<file path="config.mk">
export PLATFORM = sky130hd
export DESIGN_NAME = lap_stopwatch
export DESIGN_NICKNAME = d
export VERILOG_FILES = /design/src/rtl/stopwatch_pkg.sv /design/src/rtl/bcd_digit.sv /design/src/rtl/lap_stopwatch.sv
export SDC_FILE = /design/constraint.sdc
export NUM_CORES = 1
export LEC_CHECK = 0
export ABC_CLOCK_PERIOD_IN_PS = 12800
export CAP_MARGIN = 10
export CORE_AREA = 4 4 106 78
export DETAILED_ROUTE_END_ITERATION = 16
export DIE_AREA = 0 0 110 82
export HOLD_SLACK_MARGIN = 0.03
export PLACE_DENSITY = 0.84
export REMOVE_ABC_BUFFERS = 1
export SLEW_MARGIN = 10
export SYNTH_ARGS = -nofsm -noshare
export SYNTH_HDL_FRONTEND = slang
export SYNTH_HIERARCHICAL = 1
export SYNTH_SLANG_ARGS = --single-unit
</file>
<file path="constraint.sdc">
create_clock -name clk -period 12.8 [get_ports clk]
set_input_delay 2.56 -clock clk [delete_from_list [all_inputs] [get_ports clk]]
set_output_delay 2.56 -clock clk [all_outputs]
set_load 0.01 [all_outputs]
</file>
<file path="src/rtl/stopwatch_pkg.sv">
// Shared types for the lap stopwatch: FSM states, BCD digit type and a
// single-digit increment helper used by both the digit cells and the top.
package stopwatch_pkg;

  typedef enum logic [1:0] {
    IDLE   = 2'd0,
    RUN    = 2'd1,
    PAUSED = 2'd2
  } state_t;

  typedef logic [3:0] bcd_t;

  localparam bcd_t BCD_MAX = 4'd9;

  function automatic bcd_t bcd_step(input bcd_t d, input logic inc);
    if (!inc) return d;
    return (d == BCD_MAX) ? 4'd0 : d + 4'd1;
  endfunction

endpackage

</file>
<file path="src/rtl/bcd_digit.sv">
// One decade of the stopwatch count; carry_out is combinational so a full
// carry ripple through every digit settles within one clock.
module bcd_digit
  import stopwatch_pkg::*;
(
  input  logic       clk,
  input  logic       reset_n,
  input  logic       clr,
  input  logic       inc_in,
  output logic [3:0] digit,
  output logic       carry_out
);

  bcd_t digit_reg;

  always_ff @(posedge clk or negedge reset_n) begin
    if (!reset_n) begin
      digit_reg <= '0;
    end else if (clr) begin
      digit_reg <= '0;
    end else begin
      digit_reg <= bcd_step(digit_reg, inc_in);
    end
  end

  assign digit     = digit_reg;
  assign carry_out = inc_in && (digit_reg == BCD_MAX);

endmodule

</file>
<file path="src/rtl/lap_stopwatch.sv">
// BCD stopwatch with prescaler, run/pause/clear control, lap freeze of the
// display and a sticky overflow flag on wrap from all-9s.
module lap_stopwatch
  import stopwatch_pkg::*;
#(
  parameter int CLK_DIV = 50000000,
  parameter int DIGITS  = 4
) (
  input  logic                  clk,
  input  logic                  reset_n,
  input  logic                  start,
  input  logic                  pause,
  input  logic                  clear,
  input  logic                  lap,
  output logic [4*DIGITS-1:0]   display,
  output logic                  running,
  output logic                  lap_active,
  output logic                  tick,
  output logic                  overflow
);

  localparam int PW = (CLK_DIV > 1) ? $clog2(CLK_DIV) : 1;
  localparam logic [PW-1:0] PRESC_LAST = PW'(CLK_DIV - 1);

  state_t              state_reg, state_next;
  logic [PW-1:0]       presc_reg;
  logic [DIGITS:0]     carry;
  logic [4*DIGITS-1:0] count, count_next, lap_reg, display_reg, display_next;
  logic                lap_active_reg, lap_active_next, lap_prev_reg;
  logic                tick_reg, overflow_reg;
  logic                presc_wrap, lap_rise, snap;

  // Pause outranks start, clear outranks both.
  always_comb begin
    state_next = state_reg;
    if (clear) begin
      state_next = IDLE;
    end else if (pause) begin
      if (state_reg == RUN) state_next = PAUSED;
    end else if (start) begin
      state_next = RUN;
    end
  end

  always_ff @(posedge clk or negedge reset_n) begin
    if (!reset_n) state_reg <= IDLE;
    else          state_reg <= state_next;
  end

  assign presc_wrap = (state_reg == RUN) && (presc_reg == PRESC_LAST);

  always_ff @(posedge clk or negedge reset_n) begin
    if (!reset_n) begin
      presc_reg <= '0;
    end else if (clear) begin
      presc_reg <= '0;
    end else if (state_reg == RUN) begin
      presc_reg <= presc_wrap ? '0 : presc_reg + 1'b1;
    end
  end

  assign carry[0] = presc_wrap && !clear;

  generate
    for (genvar gi = 0; gi < DIGITS; gi++) begin : g_digit
      bcd_digit u_digit (
        .clk       (clk),
        .reset_n   (reset_n),
        .clr       (clear),
        .inc_in    (carry[gi]),
        .digit     (count[4*gi +: 4]),
        .carry_out (carry[gi+1])
      );
      // Mirror of the digit's next value so the display register can load it
      // in the same cycle the count changes.
      assign count_next[4*gi +: 4] = clear ? 4'd0 : bcd_step(count[4*gi +: 4], carry[gi]);
    end
  endgenerate

  assign lap_rise = lap && !lap_prev_reg;

  always_comb begin
    lap_active_next = lap_active_reg;
    snap            = 1'b0;
    if (clear) begin
      lap_active_next = 1'b0;
    end else if (lap_rise) begin
      if (lap_active_reg) begin
        lap_active_next = 1'b0;
      end else if (state_reg != IDLE) begin
        lap_active_next = 1'b1;
        snap            = 1'b1;
      end
    end
  end

  // A snapshot takes the pre-increment count even on a tick cycle.
  assign display_next = lap_active_next ? (snap ? count : lap_reg) : count_next;

  always_ff @(posedge clk or negedge reset_n) begin
    if (!reset_n) begin
      lap_reg        <= '0;
      lap_active_reg <= 1'b0;
      lap_prev_reg   <= 1'b0;
      display_reg    <= '0;
      tick_reg       <= 1'b0;
      overflow_reg   <= 1'b0;
    end else begin
      if (snap) lap_reg <= count;
      lap_active_reg <= lap_active_next;
      lap_prev_reg   <= lap;
      display_reg    <= display_next;
      tick_reg       <= carry[0];
      if (clear)              overflow_reg <= 1'b0;
      else if (carry[DIGITS]) overflow_reg <= 1'b1;
    end
  end

  assign display    = display_reg;
  assign running    = (state_reg == RUN);
  assign lap_active = lap_active_reg;
  assign tick       = tick_reg;
  assign overflow   = overflow_reg;

endmodule
</file>
==> results_dict.tcl <==
set metrics [dict create \
    fin_util 0.659 \
    synthCells 429 \
    yosysTopAreaCellShare 0.476 \
    rr_endpoint "display[15]$_DFF_PN0_" \
    final.setup.tns_ps 0 \
    synth_seq_cells 80 \
    fin_worst_skew_ps 7.98 \
    grt_pass1_vias 3257 \
    post_cts.repair.setup_buffers 0 \
    p_per_area_nw_per_um2 98.9 \
    cts_sinks 80 \
    cp.required_ps 13010 \
    hold_viol_final 0 \
    yosysWarnings 6 \
    avgSynthCellArea_um2 9.80 \
    final_cell_area_um2 4740 \
    fin_nets 471 \
    cts.htree.levels 3 \
    cts_tree "done" \
    syn_area_um2 4200 \
    drc 0 \
    root_buffer "clkbuf_8" \
    port_buffers 25 \
    status "complete, no violations" \
    path_clk_slew_ps 80 \
    largest_register_ffs 26 \
    r2r_start "presc_reg[2]$_DFFE_PN0P_" \
    timing.slew.headroom 0.340 \
    power_uw 468 \
    firstDrtPassIters 5 \
    grt_pass1_wl_um 15900 \
    async_flop_share 1.00 \
    num_rows 26 \
    wl_um 9190 \
    criticalPathCategory "input port to flip-flop" \
    critPathCaptureType "flip-flop" \
    cp-start-kind "input port" \
    globalRouteOverflowTotal 0 \
    ant_nets 0 \
    n_fill_cell 546 \
    io_pins 26 \
    numCtsBuffers 9 \
    wl_per_cell_um 16.4 \
    synth.area.top_cells "dfrtp_1, nor2_1, mux2_2, nand2_1, xnor2_1" \
    dieArea_um2 9020 \
    dpl-instance-area_um2 4540 \
    layout_commonest_cell "dfrtp_1" \
    hp-class "flip-flop to flip-flop" \
    r2r_cells 14 \
    max-cap-violations 0 \
    max_freq_mhz 159 \
    p_leak_nw 1.93 \
    period_minus_slack_ps 6270 \
    grt_max_degree 81 \
    path_max_fanout 46 \
    netlist.top_cell.by_area "dfrtp_1" \
    worst-slew-pin-transition_ps 990 \
    r2r_slack_ps 7720 \
    antenna_found_initial 0 \
    gp_congestion 0.953 \
    layout-drive-gt1-share 0.121 \
    via_per_inst 5.99 \
    whs_endpoint "lap_reg[9]$_DFF_PN0_" \
    postCtsHoldBufs 0 \
    ys_types 56 \
    drtIter0Drc 260 \
    antenna-diode-count 0 \
    grt_use_total 0.227 \
    period_share 0.490 \
    insertion_delay_ps 350 \
    cts_resized 0 \
    fp.dieW_um 110 \
    yosysSeqAreaShare 0.476 \
    ys.flop_type "dfrtp_1" \
    syn_to_final_growth_pct 12.7 \
    fp.dieH_um 82 \
    whs_path_depth 1 \
    core_um2 7190 \
    worst_ep_arrival_time_ps 6480 \
    vias 3348 \
    hpwl_um 6030 \
    rsz0062_at_grt "false" \
    finalSetupViolations 0 \
    synth_edf_count 0 \
    final_cell_mix "dfrtp_1, nor2_1, nand2_1" \
    hp-start "lap_reg[9]$_DFF_PN0_" \
    clock_path_buffers 2 \
    slew_violations 0 \
    start_util 0.585 \
    vdd_drop_max_uv 57.9 \
]
==> cells by family after synthesis <==
group | synth area share
compound gates | 0.125
xor+xnor | 0.0583
fa+ha+maj | 0.0268
buf+inv | 0.0256
flops | 0.476
mux | 0.0500
simple gates | 0.238
==> worst max-delay path by stage <==
stage	cells past startpoint	startpoint	slack, ps	endpoint
after floorplan	11	clear	7730	display[15]$_DFF_PN0_
after global placement	13	clear	6600	display[15]$_DFF_PN0_
after detailed placement	13	clear	6290	display[15]$_DFF_PN0_
after CTS	13	clear	6570	display[15]$_DFF_PN0_
after global routing	13	clear	6120	display[15]$_DFF_PN0_
final	13	clear	6530	display[15]$_DFF_PN0_
==> synthesized netlist by cell type (all sizes together) (2+ instances only) <==
master   instances
and2             2
nand2           47
nor3            12
nor3b            3
nand4           14
a31oi            3
mux2            16
a311oi           4
o2bb2ai          2
o31ai            2
buf              4
ha               9
nand2b           2
or2              2
dfrtp           80
a211o            4
clkbuf           7
or4              2
xor2            13
or3              2
inv             15
nor4             6
xnor2           15
a21boi           4
nand3b          13
mux2i            3
and3             2
a211oi          12
o211ai           2
a21oi           22
and4b            4
nor2b            4
o21ai           16
nor2            56
nand3           15
==> through the flow <==
step	hold slack (ps)	setup slack, ps	cells
2_1_floorplan	450	7730	418
3_3_place_gp	463	6600	543
3_5_place_dp	482	6290	543
4_1_cts	499	6570	559
5_1_grt	523	6120	559
6_report	498	6530	559
==> layer usage <==
metal	GRT usage	vias to the layer above	part of all wire
met1	0.330	1624	0.47
met2	0.331	120	0.45
li1	-	1586	-
met3	0.0652	18	0.068
met5	0	-	0
met4	0.0648	0	0.015
==> report_power, final <==
| part | leakage [nW] | switching (mW) | internal, mW |
|---|---|---|---|
| Sequential | 1.11 | 0.00157 | 0.255 |
| Combinational | 0.715 | 0.0162 | 0.00707 |
| Clock | 0.103 | 0.0882 | 0.100 |
==> critical path: stages <==
cell,delay (ps)
clkdlybuf4s50_1,390
buf_4,280
nor2_1,430
inv_1,150
nor2_1,490
inv_1,170
nor2_1,560
inv_1,180
nor2_1,510
nand2_1,210
a21o_1,200
a221oi_1,240
nor3_1,80
==> area by class of cell <==
cell class	instances	area, µm²	share of cell area
timing repair buffer	27	263	0.0555
inverter	15	56.3	0.0119
sequential	80	2000	0.423
clock buffer	13	159	0.0335
clock inverter	3	40.0	0.00845
tap	98	123	0.0259
multi-input combinational	323	2090	0.442
Power figures use the tool's default switching activity.
